===== src/rtl/program_loader_if.sv =====
// Byte-stream and instruction-memory write bus of the program loader.
// The slave modport is the loader's view; master is the host/memory side.
interface program_loader_if #(
  parameter int DATA_WIDTH = 32
) ();
  logic [7:0]            byte_in;
  logic                  byte_valid;
  logic                  byte_ready;
  logic                  WriteEnable;
  logic [DATA_WIDTH-1:0] WriteAddress;
  logic [DATA_WIDTH-1:0] WriteData;

  modport master (
    output byte_in, byte_valid,
    input  byte_ready, WriteEnable, WriteAddress, WriteData
  );

  modport slave (
    input  byte_in, byte_valid,
    output byte_ready, WriteEnable, WriteAddress, WriteData
  );
endinterface


===== src/rtl/program_loader.sv =====
// Receives a 16-bit word count followed by big-endian instruction words over a
// byte stream and writes them to instruction memory while holding the CPU.
module program_loader #(
  parameter int MEMORY_DEPTH = 32,
  parameter int DATA_WIDTH   = 32
) (
  input  logic             clk,
  input  logic             reset,
  input  logic             start,
  program_loader_if.slave  bus,
  output logic             cpu_hold,
  output logic             done,
  output logic             error
);
  // Wide enough to hold MEMORY_DEPTH itself, so a full load never wraps.
  localparam int IW = $clog2(MEMORY_DEPTH + 1);

  typedef enum logic [2:0] {
    IDLE, HDR_HI, HDR_LO, DATA, WRITE, DONE, ERROR
  } state_t;

  state_t                state_q, state_d;
  logic [15:0]           count_q, count_d;
  logic [1:0]            byte_cnt_q, byte_cnt_d;
  logic [IW-1:0]         idx_q, idx_d;
  logic [DATA_WIDTH-1:0] word_q, word_d;
  logic                  ready_q, we_q, done_q, error_q, hold_q;
  logic                  accept;
  logic [15:0]           hdr_n;
  logic [IW-1:0]         idx_inc;

  assign accept  = bus.byte_valid && ready_q;
  assign hdr_n   = {count_q[15:8], bus.byte_in};
  assign idx_inc = idx_q + IW'(1);

  always_comb begin
    state_d    = state_q;
    count_d    = count_q;
    byte_cnt_d = byte_cnt_q;
    idx_d      = idx_q;
    word_d     = word_q;
    case (state_q)
      IDLE, DONE, ERROR: begin
        if (start) begin
          state_d    = HDR_HI;
          byte_cnt_d = 2'd0;
          idx_d      = '0;
        end
      end
      HDR_HI: begin
        if (accept) begin
          count_d[15:8] = bus.byte_in;
          state_d       = HDR_LO;
        end
      end
      HDR_LO: begin
        if (accept) begin
          count_d = hdr_n;
          if (int'(hdr_n) > MEMORY_DEPTH) begin
            state_d = ERROR;
          end else if (hdr_n == 16'd0) begin
            state_d = DONE;
          end else begin
            state_d = DATA;
          end
        end
      end
      DATA: begin
        if (accept) begin
          word_d     = {word_q[DATA_WIDTH-9:0], bus.byte_in};
          byte_cnt_d = byte_cnt_q + 2'd1;
          if (byte_cnt_q == 2'd3) begin
            state_d = WRITE;
          end
        end
      end
      WRITE: begin
        idx_d   = idx_inc;
        state_d = (16'(idx_inc) == count_q) ? DONE : DATA;
      end
      default: state_d = IDLE;
    endcase
  end

  // Outputs are decoded from the next state so they are registered alongside it.
  always_ff @(posedge clk) begin
    if (reset) begin
      state_q    <= IDLE;
      count_q    <= '0;
      byte_cnt_q <= '0;
      idx_q      <= '0;
      word_q     <= '0;
      ready_q    <= 1'b0;
      we_q       <= 1'b0;
      done_q     <= 1'b0;
      error_q    <= 1'b0;
      hold_q     <= 1'b1;
    end else begin
      state_q    <= state_d;
      count_q    <= count_d;
      byte_cnt_q <= byte_cnt_d;
      idx_q      <= idx_d;
      word_q     <= word_d;
      ready_q    <= (state_d == HDR_HI) || (state_d == HDR_LO) || (state_d == DATA);
      we_q       <= (state_d == WRITE);
      done_q     <= (state_d == DONE);
      error_q    <= (state_d == ERROR);
      hold_q     <= (state_d != DONE);
    end
  end

  assign bus.byte_ready   = ready_q;
  assign bus.WriteEnable  = we_q;
  assign bus.WriteData    = word_q;
  assign bus.WriteAddress = DATA_WIDTH'({idx_q, 2'b00});
  assign cpu_hold         = hold_q;
  assign done             = done_q;
  assign error            = error_q;
endmodule


===== src/flat_wrapper.sv =====
// flat-port wrapper written by rule: the top's interface ports become plain ports
module program_loader_flat 
#(
  parameter int MEMORY_DEPTH = 32,
  parameter int DATA_WIDTH   = 32
)
  (clk, reset, start, cpu_hold, done, error, bus_byte_in, bus_byte_valid, bus_byte_ready, bus_WriteEnable, bus_WriteAddress, bus_WriteData);
  program_loader_if #(.DATA_WIDTH(DATA_WIDTH)) bus_i ();
  input  logic clk;
  input  logic reset;
  input  logic start;
  output logic cpu_hold;
  output logic done;
  output logic error;
  input wire logic [$bits(bus_i.byte_in)-1:0] bus_byte_in;
  input wire logic [$bits(bus_i.byte_valid)-1:0] bus_byte_valid;
  output wire logic [$bits(bus_i.byte_ready)-1:0] bus_byte_ready;
  output wire logic [$bits(bus_i.WriteEnable)-1:0] bus_WriteEnable;
  output wire logic [$bits(bus_i.WriteAddress)-1:0] bus_WriteAddress;
  output wire logic [$bits(bus_i.WriteData)-1:0] bus_WriteData;
  assign bus_i.byte_in = bus_byte_in;
  assign bus_i.byte_valid = bus_byte_valid;
  assign bus_byte_ready = bus_i.byte_ready;
  assign bus_WriteEnable = bus_i.WriteEnable;
  assign bus_WriteAddress = bus_i.WriteAddress;
  assign bus_WriteData = bus_i.WriteData;
  program_loader #(.MEMORY_DEPTH(MEMORY_DEPTH), .DATA_WIDTH(DATA_WIDTH)) u_core (.clk(clk), .reset(reset), .start(start), .bus(bus_i), .cpu_hold(cpu_hold), .done(done), .error(error));
endmodule

===== config.mk =====
export PLATFORM = sky130hd
export DESIGN_NAME = program_loader_flat
export DESIGN_NICKNAME = d
export VERILOG_FILES = /design/src/rtl/program_loader_if.sv /design/src/rtl/program_loader.sv /design/src/flat_wrapper.sv
export SDC_FILE = /design/constraint.sdc
export NUM_CORES = 1
export LEC_CHECK = 0
export CORE_MARGIN = 2
export CORE_UTILIZATION = 42
export CTS_CLUSTER_SIZE = 14
export DETAILED_ROUTE_END_ITERATION = 8
export PLACE_DENSITY = 0.68
export SYNTH_ARGS = -nofsm -noshare
export SYNTH_HDL_FRONTEND = slang
export SYNTH_SLANG_ARGS = --single-unit
export TNS_END_PERCENT = 30

===== constraint.sdc =====
create_clock -name clk -period 3.6 [get_ports clk]
set_input_delay 0.72 -clock clk [delete_from_list [all_inputs] [get_ports clk]]
set_output_delay 0.72 -clock clk [all_outputs]
set_load 0.03 [all_outputs]

==> results of run 1 <==
## power breakdown
part	internal (mW)	total, mW	leakage (nW)	switching (mW)
Clock	0.482	0.769	0.123	0.287
Sequential	0.713	0.721	0.516	0.00757
Combinational	0.0304	0.116	0.649	0.0857
Total	1.23	1.61	1.29	0.380
## stage by stage
step / worst slack, ps / cell area (µm²)
final: 1160 / 3620
after detailed placement: 853 / 3370
after global placement: 887 / 3370
after global routing: 967 / 3620
after CTS: 1180 / 3620
after floorplan: 1330 / 2970
## Yosys cell counts, types with 2 or more instances
cell type	number
nor3_1	7
a21o_1	3
xor2_1	3
clkbuf_1	14
dfxtp_1	64
mux2i_1	9
nand2_1	87
a31oi_1	3
a21oi_1	51
ha_1	2
buf_4	26
or4_1	3
nor3_2	2
xnor2_1	7
nand3b_1	2
nand3_1	8
nor4_1	2
and2_2	2
nand2b_1	7
a211o_2	2
o21ai_0	4
nor2_1	24
nor4_2	3
inv_1	2
## cells by family (layout without fill, tap and decap cells)
logic type	after synthesis	after routing
AND/OR/NAND/NOR	153	153
AO/OA/AOI/OAI	69	69
flip-flops	64	64
buffers and inverters	46	76
XOR/XNOR	10	10
multiplexers	9	9
adder cells (fa/ha/maj)	3	3
other	1	26
## layer usage
layer  up-vias  share of wire (%)
met5         -                  0
met4         0                2.0
met3        11                2.8
met2        53                 48
met1      1137                 47
li1       1240                  -
## sequential cells by signal, summed over array words and instances, names as in the netlist
| name | flops |
|---|---|
| u_core.done | 1 |
| u_core.cpu_hold | 1 |
| u_core.byte_cnt_q | 2 |
| u_core.error | 1 |
| u_core.idx_q | 6 |
| u_core.bus.byte_ready | 1 |
| u_core.state_q | 3 |
| u_core.count_q | 16 |
| u_core.bus.WriteData | 32 |
| u_core.bus.WriteEnable | 1 |
## how the worst min path moves through the flow
stage,endpoint,slack [ps],depth (start not counted)
2_1_floorplan,u_core.count_q[7],440,2
3_3_place_gp,u_core.bus.WriteData[29],440,2
3_5_place_dp,u_core.bus.WriteData[30],450,2
4_1_cts,u_core.bus.WriteData[30],460,2
5_1_grt,u_core.bus.WriteData[25],480,2
6_report,u_core.bus.WriteData[30],450,2
## worst reg2reg max path, cell delays in order, from the launching register on
cell     delay, ps
dfxtp_1        460
ha_1           310
xor2_1         160
or4_1          380
or4_1          520
a21oi_2        190
nor3b_2         60
## layout make-up
type / count / area, µm²
clock buffer: 10 / 138
clock inverter: 6 / 115
fill: 656 / 3100
inverter: 3 / 11.3
multi-input combinational: 270 / 1420
sequential: 64 / 1280
tap: 80 / 100
timing repair buffer: 57 / 558
==> summary.txt, run 1 <==
Worst setup path
  • CP Cell Sequence: clkdlybuf4s50_1, nand2_1, nor3_2, a211o_2, a21oi_1, o21bai_2, nor3b_2
  • Slowest stage cell, crit path: nor3_2
  • Critical path class: in2reg
  • R2r endpoint: u_core.error
  • R2R Setup Slk: between 1000 and 1500 ps
  • Buf/Inv on CP: 1
  • Worst path depth: 7
  • Critical path launch point: bus_byte_valid
  • CP Data Required Time: 3860 ps
  • Crit path DAT: around 2700 ps
  • Top delay family on crit path: simple AND/OR/NAND/NOR gates
  • Crit. End Element: flip-flop
  • Reg2Reg Depth: 6
  • CP max stage delay: 550 ps
  • Critical Path Fanout Max: 10
  • Critical Path Sink: u_core.error
  • Critical R2R Launch: u_core.idx_q[0]
  • CP Launch Type: primary input

Power and ir drop
  • Design Power: 1.61 mW
  • Power per Cell Area: 443 mW/mm²
  • Pleak: 1.29 nW
  • Peak supply drop: between 200 and 250 µV

Global routing
  • Met1 Use GR: between 20% and 30%
  • Met2 Use GR: 26.8%
  • Met3 usage: under 10%
  • Initial antenna violation count: 0
  • Number of global-route vias before repair: 2,175
  • GRT overflow: 0
  • Total GRT Usage: roughly 17%
  • Largest net degree at the start of global routing: 39
  • First-pass GRT wire length: between 10 and 15 mm
  • Grt peak-use layer: met2

Clocking
  • CTS tree: built
  • Clk root buf: clkbuf_8
  • Clk_lat worst skew: 340 ps
  • CTS Sinks: 64
  • Resized Gates After CTS: 0
  • Post-CTS setup buffers: 0
  • TritonCTS buffer count: 9
  • H-Tree Depth: 3
  • Hold bufs inserted after CTS: 0
  • Clock buffer depth: 2
  • Worst-path clk slew: 70 ps

Synth
  • Asr flop ratio synth: 0%
  • Syn Area/Cell: 8.11 µm²
  • Flops & latches, synth: 64
  • Number of synthesized flops with an enable pin: 0
  • Synth top area cells: dfxtp_1 45%, nand2_1 11%, a21oi_1 8.9%
  • Number of distinct library cells after synthesis: 42
  • Cell count after synthesis: ~360
  • Main synth FF type: dfxtp_1
  • Yosys synthesis warning count: 0
  • Mux share of post-synthesis cell area: 3.13%
  • Combinational family with the most area after synthesis: simple AND/OR/NAND/NOR gates
  • Synth Area in Simple Gates: 24.6%
  • Sequential share of the synthesized area: roughly 45%
  • Post-synthesis adder-cell area fraction: approximately 1.2%
  • Synth Area in Compound Gates: roughly 14%
  • Share of the synthesized area in the top cell type: between 40% and 50%
  • Syn Std Cell Area: about 0.0029 mm²
  • Post-synth top area cell: dfxtp_1
  • Xor and xnor fraction of the mapped netlist area: ~3.0%

Floorplan
  • Top Ports: between 80 and 90
  • Initial Util: about 43%
  • Die area: ~0.0075 mm²
  • Chip Width: around 87 µm
  • Rows: 30
  • Placeable Area: between 0.006 and 0.007 mm²
  • Die H: slightly below 90 µm

Placed design
  • Placer congestion estimate: 0.846
  • IO Port Bufs: 54
  • DP HPWL: approximately 4.2 mm
  • Placed insts: between 400 and 500

Route
  • WL/cell: approximately 12 µm
  • Final WL: roughly 6.1 mm
  • Via count: about 2,400
  • DRT Pass-1 Iters: 4
  • Drt drc: 0
  • Final ANT Viol Nets: 0
  • Avg Vias per Cell: between 4 and 5
  • Iter 0 DRT Violations: 118

STA
  • Worst Tran Pin Value: approximately 820 ps
  • F_max: between 0.4 and 0.5 GHz
  • Fin crit period: 2440 ps
  • Final setup viols: 0
  • Final clock period utilization by the worst path: 67.7%
  • Worst hold slack: between 400 and 500 ps
  • Slew Viols, Final: 0
  • Slew headroom: about 45%
  • Final hold violations: 0
  • Clock Skews: 9.04 ps
  • RSZ-0062 raised after global routing: false
  • Total negative slack: 0 ps

Layout
  • Commonest non-fill, non-tap cell in the layout: nand2_1
  • Nets: around 420
  • # diodes: 0
  • Final Util: between 50% and 60%
  • Most frequent cells in the layout: 87 x nand2_1, 64 x dfxtp_1, 53 x clkdlybuf4s50_1
  • Fraction of layout cells with a size suffix above 1: 8.29%
  • Non-filler cells, final: roughly 500
  • Syn-to-layout area delta: 25.8%

Worst hold path
  • Hold wc startpoint: u_core.bus.WriteData[30]
  • Hold/Removal Path Class: reg2reg

Flow run
  • Max-cap violations: 0

Outcome
  • Status: finished clean
No activity file was read; power rests on OpenSTA's default activity.
==> run 2: changes to the inputs <==
Clock period 3.6 ns to 2.45 ns, I/O delays scaled along.
==> run 2 against run 1 <==
Utilization grew 0.39 points. Worst hold slack better by 3.9 ps. Via count up 2.2%. First-iteration DRC count decreased by 35%. Worst setup slack worse by 840 ps. Largest cell class unchanged.
==> summary.txt, run 2 (same netlist as run 1, synthesis figures left out) <==
Outcome
  • Status: finished clean (unchanged)

Worst setup path
  • Critical path class: in2reg (unchanged)
  • CP Launch Type: primary input (unchanged)
  • Critical Path Fanout Max: 2 (was 10)
  • Crit path DAT: 2400 ps (was 2700 ps)
  • CP Data Required Time: 2720 ps (was 3860 ps)
  • Critical R2R Launch: u_core.idx_q[1] (was u_core.idx_q[0])
  • Crit. End Element: flip-flop (unchanged)
  • Critical path launch point: bus_byte_in[4] (was bus_byte_valid)

Power and ir drop
  • Combinational share of power: 9.1% (was 7.2%)
  • Sw power: 0.535 mW (was 0.380 mW)
  • Power per Cell Area: 557 mW/mm² (was 443 mW/mm²)
  • Pleak: 1.33 nW (was 1.29 nW)
  • Sequential group share of total power: 52.1% (was 44.9%)
  • Internal: 1.50 mW (was 1.23 mW)
  • Clock power frac: 38.8% (was 47.9%)
  • Peak supply drop: 379 µV (was 216 µV)
  • Design Power: 2.03 mW (was 1.61 mW)
  • Sw Share: 26.3% (was 23.7%)

STA
  • Final setup viols: 0 (unchanged)
  • Final clock period utilization by the worst path: 86.8%
  • Slew Viols, Final: 0 (unchanged)
  • F_max: 0.470 GHz
  • Clock Skews: 9.59 ps (was 9.04 ps)
  • RSZ-0062 raised after global routing: false (unchanged)
  • Final hold violations: 0 (unchanged)
  • Final WS setup: 325 ps (was 1160 ps)
  • Total negative slack: 0 ps (unchanged)
  • Fin crit period: roughly 2100 ps

Clocking
  • Resized Gates After CTS: 0 (unchanged)
  • CTS Sinks: 64 (unchanged)
  • TritonCTS buffer count: 9 (unchanged)
  • H-Tree Depth: 3 (unchanged)
  • Clk_lat worst skew: 330 ps (was 340 ps)
  • Clock buffer depth: 2 (unchanged)
  • Hold bufs inserted after CTS: 0 (unchanged)
  • Post-CTS setup buffers: 0 (unchanged)
  • CTS tree: built (unchanged)
  • Worst-path clk slew: 80 ps (was 70 ps)
  • Clk root buf: clkbuf_8 (unchanged)

Layout
  • Syn-to-layout area delta: 26.7% (was 25.8%)
  • Fraction of layout cells with a size suffix above 1: 11.1% (was 8.29%)
  • Most frequent cells in the layout: 87 x nand2_1, 64 x dfxtp_1, 53 x clkdlybuf4s50_1 (unchanged)
  • Final Util: 54.3% (was 53.9%)
  • Largest register FFs: 32 (unchanged)
  • # fillers: 633 (was 656)
  • # diodes: 0 (unchanged)
  • Commonest non-fill, non-tap cell in the layout: nand2_1 (unchanged)
  • Nets: 433 (was 419)

Route
  • Iter 0 DRT Violations: 77 (was 118)
  • Avg Vias per Cell: 4.95 (was 4.98)
  • WL/cell: 12.1 µm (was 12.5 µm)
  • Final ANT Viol Nets: 0 (unchanged)
  • DRT Pass-1 Iters: 4 (unchanged)
  • Drt drc: 0 (unchanged)
  • Via count: 2,494 (was 2,441)
  • Final WL: 6.12 mm (was 6.11 mm)

Floorplan
  • Chip Width: 86.8 µm (unchanged)
  • Placeable Area: 0.00672 mm² (unchanged)
  • Initial Util: 42.8% (unchanged)
  • Die H: 86.8 µm (unchanged)
  • Rows: 30 (unchanged)
  • Top Ports: 81 (unchanged)
  • Die area: 0.00753 mm² (unchanged)

Global routing
  • Total GRT Usage: 16.6% (was 16.8%)
  • Initial antenna violation count: 0 (unchanged)
  • GRT overflow: 0 (unchanged)
  • Largest net degree at the start of global routing: 34 (was 39)
  • First-pass GRT wire length: 10.1 mm (was 10.0 mm)
  • Number of global-route vias before repair: 2,271 (was 2,175)

Worst hold path
  • Hold wc startpoint: u_core.bus.WriteData[0] (was u_core.bus.WriteData[30])
  • Hold/Removal Path Class: reg2reg (unchanged)

Placed design
  • Pre-CTS setup slack: 85.6 ps (was 853 ps)
  • DP HPWL: 4.41 mm (was 4.22 mm)
  • IO Port Bufs: 54 (unchanged)
  • Placer congestion estimate: 0.782 (was 0.846)

Flow run
  • Max-cap violations: 0 (unchanged)
[run 2: path summary, 6_finish.rpt]
check,slack (ps),cells past startpoint,to
max,320,7,u_core.bus.WriteEnable
min,460,2,u_core.bus.WriteData[8]
max reg2reg,330,6,u_core.state_q[1]
min reg2reg,460,2,u_core.bus.WriteData[8]
[run 2: layout make-up]
cell class	instances	area [µm²]	share of cell area, %
Multi-Input combinational cell	270	1420	38.9
Sequential cell	64	1280	35.1
Timing Repair Buffer	71	663	18.2
Clock buffer	11	141	3.88
Tap cell	80	100	2.74
Clock inverter	5	32.5	0.892
Inverter	3	11.3	0.309
[run 2: stage by stage]
step | hold WS [ps] | cells | cell area, µm²
2_1_floorplan | 445 | 380 | 2970
3_3_place_gp | 444 | 488 | 3470
5_1_grt | 484 | 504 | 3650
4_1_cts | 459 | 504 | 3650
6_report | 458 | 504 | 3650
3_5_place_dp | 449 | 488 | 3470
[run 2: power groups by stage]
stage               logic, mW  clock network, mW  registers (mW)
finish                  0.185              0.789            1.06
CTS                     0.185              0.806            1.06
global placement        0.183                  0            1.08
floorplan               0.157                  0            1.08
detailed placement      0.184                  0            1.08
global route            0.203              0.845            1.06
[run 2: routing by layer]
| layer | global-route usage (%) | routed length [µm] | vias to the layer above | part of all wire, % |
|---|---|---|---|---|
| li1 | - | - | 1264 | - |
| met1 | 20.9 | 2860 | 1171 | 47 |
| met2 | 27.5 | 2990 | 49 | 49 |
| met3 | 3.62 | 179 | 10 | 2.9 |
| met4 | 6.82 | 96 | 0 | 1.6 |
| met5 | 0 | 0 | - | 0 |
[run 2: worst max-delay path, cell delays in order]
cell	delay, ps
clkdlybuf4s50_1	470
nor4_1	390
nand2_1	140
o41ai_1	350
o221ai_1	240
nor2_1	170
and2_2	150
